--- src/rtl/logic_pod_capture_ctrl.sv ---
`default_nettype none
// ============================================================================
// Module : logic_pod_capture_ctrl
// Brief  : Write-side capture sequencer for one 8-lane logic pod sample buffer
//          (arm, pre-trigger fill, wait-for-trigger, post-trigger countdown).
// Rev    : 1.0  initial release
// ============================================================================
module logic_pod_capture_ctrl #(
    parameter int DEPTH_BITS = 12
) (
    input  logic                  clk_250mhz,
    input  logic                  rst,
    input  logic                  arm,
    input  logic                  abort,
    input  logic                  trigger,
    input  logic [DEPTH_BITS-1:0] pretrig_len,
    input  logic [DEPTH_BITS-1:0] posttrig_len,
    output logic                  wr_en,
    output logic [DEPTH_BITS-1:0] wr_addr,
    output logic                  busy,
    output logic                  done,
    output logic [DEPTH_BITS-1:0] trig_addr,
    output logic [DEPTH_BITS-1:0] start_addr
);

    typedef enum logic [2:0] {
        S_IDLE    = 3'd0,
        S_PREFILL = 3'd1,
        S_ARMED   = 3'd2,
        S_POST    = 3'd3,
        S_DONE    = 3'd4
    } state_t;

    localparam logic [DEPTH_BITS-1:0] c_ZERO = '0;
    localparam logic [DEPTH_BITS-1:0] c_ONE  = DEPTH_BITS'(1);
    localparam logic [DEPTH_BITS-1:0] c_MAX  = '1;

    state_t                r_state, w_state;
    logic                  r_wr_en, w_wr_en;
    logic                  r_busy, w_busy;
    logic                  r_done, w_done;
    logic [DEPTH_BITS-1:0] r_wr_addr, w_wr_addr;
    logic [DEPTH_BITS-1:0] r_trig_addr, w_trig_addr;
    logic [DEPTH_BITS-1:0] r_start_addr, w_start_addr;
    logic [DEPTH_BITS-1:0] r_pre, w_pre;
    logic [DEPTH_BITS-1:0] r_post, w_post;
    logic [DEPTH_BITS-1:0] r_cnt, w_cnt;
    logic [DEPTH_BITS-1:0] w_room;
    logic [DEPTH_BITS-1:0] w_post_clamp;
    logic [DEPTH_BITS-1:0] w_addr_inc;

    // Post length is clamped so pre + 1 + post never exceeds the buffer depth.
    assign w_room       = c_MAX - pretrig_len;
    assign w_post_clamp = (posttrig_len > w_room) ? w_room : posttrig_len;
    assign w_addr_inc   = r_wr_addr + c_ONE;

    always_comb begin
        w_state      = r_state;
        w_wr_en      = r_wr_en;
        w_busy       = r_busy;
        w_done       = r_done;
        w_wr_addr    = r_wr_addr;
        w_trig_addr  = r_trig_addr;
        w_start_addr = r_start_addr;
        w_pre        = r_pre;
        w_post       = r_post;
        w_cnt        = r_cnt;

        case (r_state)
            S_IDLE, S_DONE: begin
                if (arm) begin
                    w_pre     = pretrig_len;
                    w_post    = w_post_clamp;
                    w_wr_addr = c_ZERO;
                    w_cnt     = c_ZERO;
                    w_wr_en   = 1'b1;
                    w_busy    = 1'b1;
                    w_done    = 1'b0;
                    w_state   = (pretrig_len == c_ZERO) ? S_ARMED : S_PREFILL;
                end
            end
            S_PREFILL: begin
                w_cnt     = r_cnt + c_ONE;
                w_wr_addr = w_addr_inc;
                if (r_cnt == r_pre - c_ONE) begin
                    w_state = S_ARMED;
                end
            end
            S_ARMED: begin
                if (trigger) begin
                    w_trig_addr  = r_wr_addr;
                    w_start_addr = r_wr_addr - r_pre;
                    if (r_post == c_ZERO) begin
                        // Trigger word was the last write; address holds on it.
                        w_state = S_DONE;
                        w_wr_en = 1'b0;
                        w_busy  = 1'b0;
                        w_done  = 1'b1;
                    end else begin
                        w_state   = S_POST;
                        w_cnt     = r_post;
                        w_wr_addr = w_addr_inc;
                    end
                end else begin
                    w_wr_addr = w_addr_inc;
                end
            end
            S_POST: begin
                if (r_cnt == c_ONE) begin
                    w_state = S_DONE;
                    w_wr_en = 1'b0;
                    w_busy  = 1'b0;
                    w_done  = 1'b1;
                end else begin
                    w_cnt     = r_cnt - c_ONE;
                    w_wr_addr = w_addr_inc;
                end
            end
            default: begin
                w_state = S_IDLE;
                w_wr_en = 1'b0;
                w_busy  = 1'b0;
                w_done  = 1'b0;
            end
        endcase

        // Abort overrides everything; result addresses from the last capture survive.
        if (abort) begin
            w_state      = S_IDLE;
            w_wr_en      = 1'b0;
            w_busy       = 1'b0;
            w_done       = 1'b0;
            w_wr_addr    = r_wr_addr;
            w_trig_addr  = r_trig_addr;
            w_start_addr = r_start_addr;
        end
    end

    always_ff @(posedge clk_250mhz) begin
        if (rst) begin
            r_state      <= S_IDLE;
            r_wr_en      <= 1'b0;
            r_busy       <= 1'b0;
            r_done       <= 1'b0;
            r_wr_addr    <= c_ZERO;
            r_trig_addr  <= c_ZERO;
            r_start_addr <= c_ZERO;
            r_pre        <= c_ZERO;
            r_post       <= c_ZERO;
            r_cnt        <= c_ZERO;
        end else begin
            r_state      <= w_state;
            r_wr_en      <= w_wr_en;
            r_busy       <= w_busy;
            r_done       <= w_done;
            r_wr_addr    <= w_wr_addr;
            r_trig_addr  <= w_trig_addr;
            r_start_addr <= w_start_addr;
            r_pre        <= w_pre;
            r_post       <= w_post;
            r_cnt        <= w_cnt;
        end
    end

    assign wr_en      = r_wr_en;
    assign wr_addr    = r_wr_addr;
    assign busy       = r_busy;
    assign done       = r_done;
    assign trig_addr  = r_trig_addr;
    assign start_addr = r_start_addr;

endmodule
`default_nettype wire

--- config.mk ---
export PLATFORM = sky130hd
export DESIGN_NAME = logic_pod_capture_ctrl
export DESIGN_NICKNAME = d
export VERILOG_FILES = /design/src/rtl/logic_pod_capture_ctrl.sv
export SDC_FILE = /design/constraint.sdc
export NUM_CORES = 1
export LEC_CHECK = 0
export CAP_MARGIN = 20
export CORE_UTILIZATION = 56
export DETAILED_ROUTE_END_ITERATION = 10
export PLACE_DENSITY = 0.81
export SLEW_MARGIN = 30
export SYNTH_ARGS = -nofsm -noshare
export SYNTH_HDL_FRONTEND = slang
export SYNTH_SLANG_ARGS = --single-unit
--- constraint.sdc ---
create_clock -name clk_250mhz -period 3.05 [get_ports clk_250mhz]
set_input_delay 0.61 -clock clk_250mhz [delete_from_list [all_inputs] [get_ports clk_250mhz]]
set_output_delay 0.61 -clock clk_250mhz [all_outputs]
set_load 0.02 [all_outputs]
======== Word level (Yosys, flattened, before mapping) ========
Cells that the tools add are included.
storage, ports and cells
  register bits ........................... 77
  bits of input ports ..................... 29
  logic and storage cells ................. 71
cells by class
  add/sub/neg operators ................... 6
  magnitude comparators ................... 1
  equal/unequal tests ..................... 14
  mux-type cells .......................... 27
  bitwise operators ....................... 2
  reductions and logical operators ........ 12
operator list
  kind                      number
  $mux W12                  8
  $pmux W12 S4              2
  $add A12 B1 Y12 const B   2
  $logic_not A12 Y1         2
  $sub A12 B1 Y12 const B   2
  $mux W3                   5
  $reduce_and A5 Y1         3
  $ne A2 B2 Y1 const B      7
  $eq A12 B1 Y1 const B     1
  $eq A12 B12 Y1            1
  $gt A12 B12 Y1            1
  $pmux W3 S4               1
  $sub A12 B12 Y12          1
  $sub A12 B12 Y12 const A  1
  $mux W1                   8
  $pmux W1 S4               2
  $eq A3 B2 Y1 const B      2
  $reduce_and A4 Y1         1
  $reduce_bool A4 Y1        1
  $reduce_or A2 Y1          2
  $eq A3 B1 Y1 const B      1
  $eq A3 B3 Y1 const B      1
  $logic_not A3 Y1          1
  $ne A3 B3 Y1 const B      1
  other kinds (4)           5

======== Longest topological paths before layout ========
  depth in word-level cells ............... 4
  gate-level depth with buffers ........... 10
  gate-level depth less buffers ........... 9

======== Worst setup path after synthesis ========
OpenSTA, ideal clock, no wires.
  kind .................................... input-to-reg
  start point ............................. input port pretrig_len[9]
  end point ............................... register r_post[1]
  library setup time ...................... 0.124 ns
  arrival time ............................ 2.246 ns
  setup slack ............................. 0.681 ns
  stages .................................. 9
  path buffers ............................ 2
  cell sequence ........................... ha_1 > a21o_1 > a21oi_1 > nor2b_1 > or4_4 > buf_6 > nand2_1 > buf_2 > a21oi_1
between the ends
  cells in the longest elaborated chain, start to end .. 3
RTL lines
  what                  line  text
  start, declared       16    input logic [DEPTH_BITS-1:0] pretrig_len,
  $sub A12 B12 Y12      53    assign w_room = c_MAX - pretrig_len;
  $gt A12 B12 Y1        54    assign w_post_clamp = (posttrig_len > w_room) ? w_room : posttrig_len;
  $mux W12              54
  end signal, assigned  149   r_post <= c_ZERO;
  end signal, assigned  160   r_post <= w_post;
  end, declared         46    logic [DEPTH_BITS-1:0] r_post, w_post;
No other way between the ends.
A chain may end at the register's enable or synchronous reset.

======== Worst setup path in the final report ========
  start point ............................. input port pretrig_len[9]
  end point ............................... register r_post[7]
Same word-level chain as after synthesis.

==> impl_metrics.yaml <==
critical_path:
  crit_path_frequent_cell: "a21oi_1"
  critical-path-top-delay-family: "compound AO/OA/AOI/OAI gates"
  critPathBufInv: 1
  critical_path.endpoint_type: "flop"
  reg2reg_slack_ns: 0.57
  timing.rr.start: "r_cnt[2]$_SDFFE_PP0P_"
  reg2reg_to: "r_cnt[9]$_SDFFE_PP0P_"
  crit_path_top_delay_cell: "or4_4"
  max_stage_delay_ns: 0.60
  crit_path_class: "input pin to flop"
  r2r_cells: 6
  worst_setup_path_start_kind: "input pin"
  cp_cell_sequence: "clkdlybuf4s50_1 > ha_1 > a21o_1 > a21oi_1 > nor2b_1 > or4_4 > a311o_1 > a21oi_1"
  critPathMaxFanout: 13
  cp.arrival_ns: 2.82
  crit_required_ns: 3.33
power:
  clkPwrFrac: 0.308
  cellPowerDensity_nw_per_um2: 366.2
  ir_drop_mv: 0.3379
  sequentialPowerShare: 0.495
  leakagePower_nw: 2.209
  netSwitchingPower_w: 0.0006585
  switching_share: 0.3030
  combinationalPowerShare: 0.197
  p_int_w: 0.001515
sta:
  finalHoldViolations: 0
  fin_skew_ns: 0.01326
  final_max_slew_viol_count: 0
  tightest_slew_ns: 0.8473
  grt_setup_unrepaired: "false"
  setup_violations: 0
  layout_setup_ws_ns: 0.5014
  final.min_clock_period_ns: 2.549
  maxSlewHeadroom: 0.4352
  final.setup.tns_ns: 0
  clock.fmax_ghz: 0.3924
  final_min_period_over_clock_period: 0.8356
floorplanning:
  die-width_um: 96.64
  core_region_area_um2: 8678
  floorplan.initialDensity: 0.5780
  floorplan.die_area_um2: 9339
  fp.dieH_um: 96.64
  io-pin-count: 68
  core.rowCount: 34
min_path:
  min_from: "start_addr[3]$_SDFFE_PP0P_"
  holdCritPathClass: "flop to flop"
  min_delay_path_depth: 2
  end_of_the_worst_hold_path: "start_addr[3]$_SDFFE_PP0P_"
place:
  io_buffers: 67
  detailed_place_hpwl_um: 10400
  placedInstanceArea_um2: 5771
  global_placement_routability_congestion: 0.9076
  dpl.cell_count: 806
  placement.setup.worst_slack_ns: 0.1561
synth:
  synth-edff-count: 0
  mappedNetlistNets: 710
  async_flop_share: 0
  yosysWarnings: 0
  synth_seq_area_share: 0.3073
  synth_area_um2: 5016
  ys_dominant_reg_cell: "dfxtp_1"
  ys_ff_latch: 77
  mean_instance_size_in_the_synthesized_netlist_um2: 7.693
  netlist-cell-type-count: 70
  syn-instance-count: 652
global_route:
  largest_net_degree_at_the_start_of_global_routing: 32
  initial_antenna_violation_count: 0
  first_pass_grt_wire_length_um: 22750
  gr-total-overflow: 0
  global_router_s_overall_resource_usage: 0.2962
  vias_in_the_first_global_route: 4726
clocking:
  cts_hold_buf: 0
  number_of_buffers_between_clock_root_and_the_deepest_sink: 2
  number_of_gates_resized_after_cts: 0
  h-tree-depth: 3
  cts_post_setup_buffers_inserted: 0
  cts.reportedPaths.clkPinSlew_ns: 0.09
  tritoncts_num_sinks: 77
  cts_inserted_buffers: 9
  tritoncts: "yes"
  cts_root_buffer: "clkbuf_8"
  clkLatencyLatePin_ns: 0.35
flow_run:
  maxCapViolations: 0
route:
  drt.antenna.violating_nets: 0
  via_count: 5037
  finalWirelength_um: 13670
  routedWlPerCell_um: 16.65
  drt_drc: 0
  dr.first_iter.drc_count: 397
  first_pass_iters: 5
  detail_route.vias_per_cell: 6.135
layout:
  fin_cells: 821
  leading_cell_types_in_the_layout_fill_and_taps_excluded: "nand2_1, dfxtp_1, clkdlybuf4s50_1"
  diodes: 0
  nNetsFinal: 767
  layout.cells.most_common: "nand2_1"
  areaGrowthSynthToFinish_pct: 18.31
  drive_above_1_share: 0.08836
  final_design_area_no_fill_um2: 5934
status:
  status: "finished, final reports clean"
registers in the layout, summed over array words and instances, names as in the netlist:
register and cells:
r_cnt 12, r_post 12, r_pre 12, start_addr 12, trig_addr 12, wr_addr 12, r_state 3, busy 1
done 1
worst max-delay path by stage:
| stage | from | endpoint | cells past startpoint |
|---|---|---|---|
| 6_report | pretrig_len[9] | r_post[7]$_SDFFE_PP0P_ | 8 |
| 5_1_grt | pretrig_len[9] | r_post[8]$_SDFFE_PP0P_ | 8 |
| 4_1_cts | pretrig_len[9] | r_post[6]$_SDFFE_PP0P_ | 8 |
| 3_5_place_dp | pretrig_len[9] | r_post[7]$_SDFFE_PP0P_ | 8 |
| 3_3_place_gp | pretrig_len[9] | r_post[0]$_SDFFE_PP0P_ | 9 |
| 2_1_floorplan | pretrig_len[9] | r_post[1]$_SDFFE_PP0P_ | 9 |
routing by layer:
metal / share of wire / global-route usage / wire (um)
met5: 0 / 0 / 0
met4: 0.018 / 0.07692 / 247
met3: 0.084 / 0.03902 / 1148
met2: 0.47 / 0.5070 / 6411
met1: 0.43 / 0.3925 / 5863
final cells by class:
cell class,count,area (um^2)
clock buffers,9,123.9
clock inverters,6,40.04
fillers,729,2744
inverters,29,108.9
multi-input cells,504,3162
flip-flops and latches,77,1541
well taps,108,135.1
repair buffers,88,823.3
cell families after synthesis:
group | Yosys count | share of synthesized area
buf+inv | 71 | 0.06236
flops | 77 | 0.3073
fa+ha+maj | 29 | 0.07383
compound gates | 166 | 0.2148
xor+xnor | 42 | 0.07333
simple gates | 264 | 0.2624
mux | 3 | 0.005987
cell usage after synthesis, types with 5 or more instances:
| library cell | n | area share |
|---|---|---|
| nand3_1 | 21 | 0.021 |
| nand4_1 | 12 | 0.015 |
| a21o_1 | 5 | 0.0075 |
| nor4_1 | 14 | 0.017 |
| or3_1 | 8 | 0.010 |
| and3_1 | 8 | 0.010 |
| buf_2 | 10 | 0.010 |
| nor2b_1 | 8 | 0.010 |
| xor2_1 | 10 | 0.017 |
| xnor2_1 | 32 | 0.056 |
| inv_1 | 29 | 0.022 |
| a21oi_1 | 62 | 0.062 |
| dfxtp_1 | 77 | 0.31 |
| nand2_1 | 82 | 0.061 |
| nor3_1 | 16 | 0.016 |
| a211oi_1 | 6 | 0.0090 |
| o21ai_0 | 29 | 0.029 |
| nor2_1 | 62 | 0.046 |
| buf_4 | 5 | 0.0075 |
| a22oi_1 | 6 | 0.0090 |
| a21oi_2 | 5 | 0.0087 |
| a311o_1 | 6 | 0.012 |
| a31o_2 | 7 | 0.012 |
| clkbuf_1 | 24 | 0.018 |
| ha_1 | 28 | 0.070 |
worst min-delay path: cells and delay by family (launching register included):
family	cells	cell delay, ns
AND/OR/NAND/NOR	1	0.05
AO/OA/AOI/OAI	1	0.05
flip-flops	1	0.32
power groups by stage:
stage                     registers, W  clock network (W)  logic, W
after floorplan                0.00109                  0  0.000293
after global placement         0.00110                  0  0.000410
after detailed placement       0.00110                  0  0.000421
after CTS                      0.00107           0.000677  0.000424
after global routing           0.00108           0.000727  0.000476
final                          0.00108           0.000669  0.000429
per-stage QoR:
step | total power (W) | utilization | hold slack (ns)
3_3_place_gp | 0.001507 | 0.6649 | 0.4405
5_1_grt | 0.002282 | 0.6838 | 0.4762
4_1_cts | 0.002174 | 0.6838 | 0.4581
6_report | 0.002173 | 0.6838 | 0.4575
3_5_place_dp | 0.001518 | 0.6649 | 0.4469
2_1_floorplan | 0.001378 | - | 0.4725
Power figures use the tool's default switching activity.
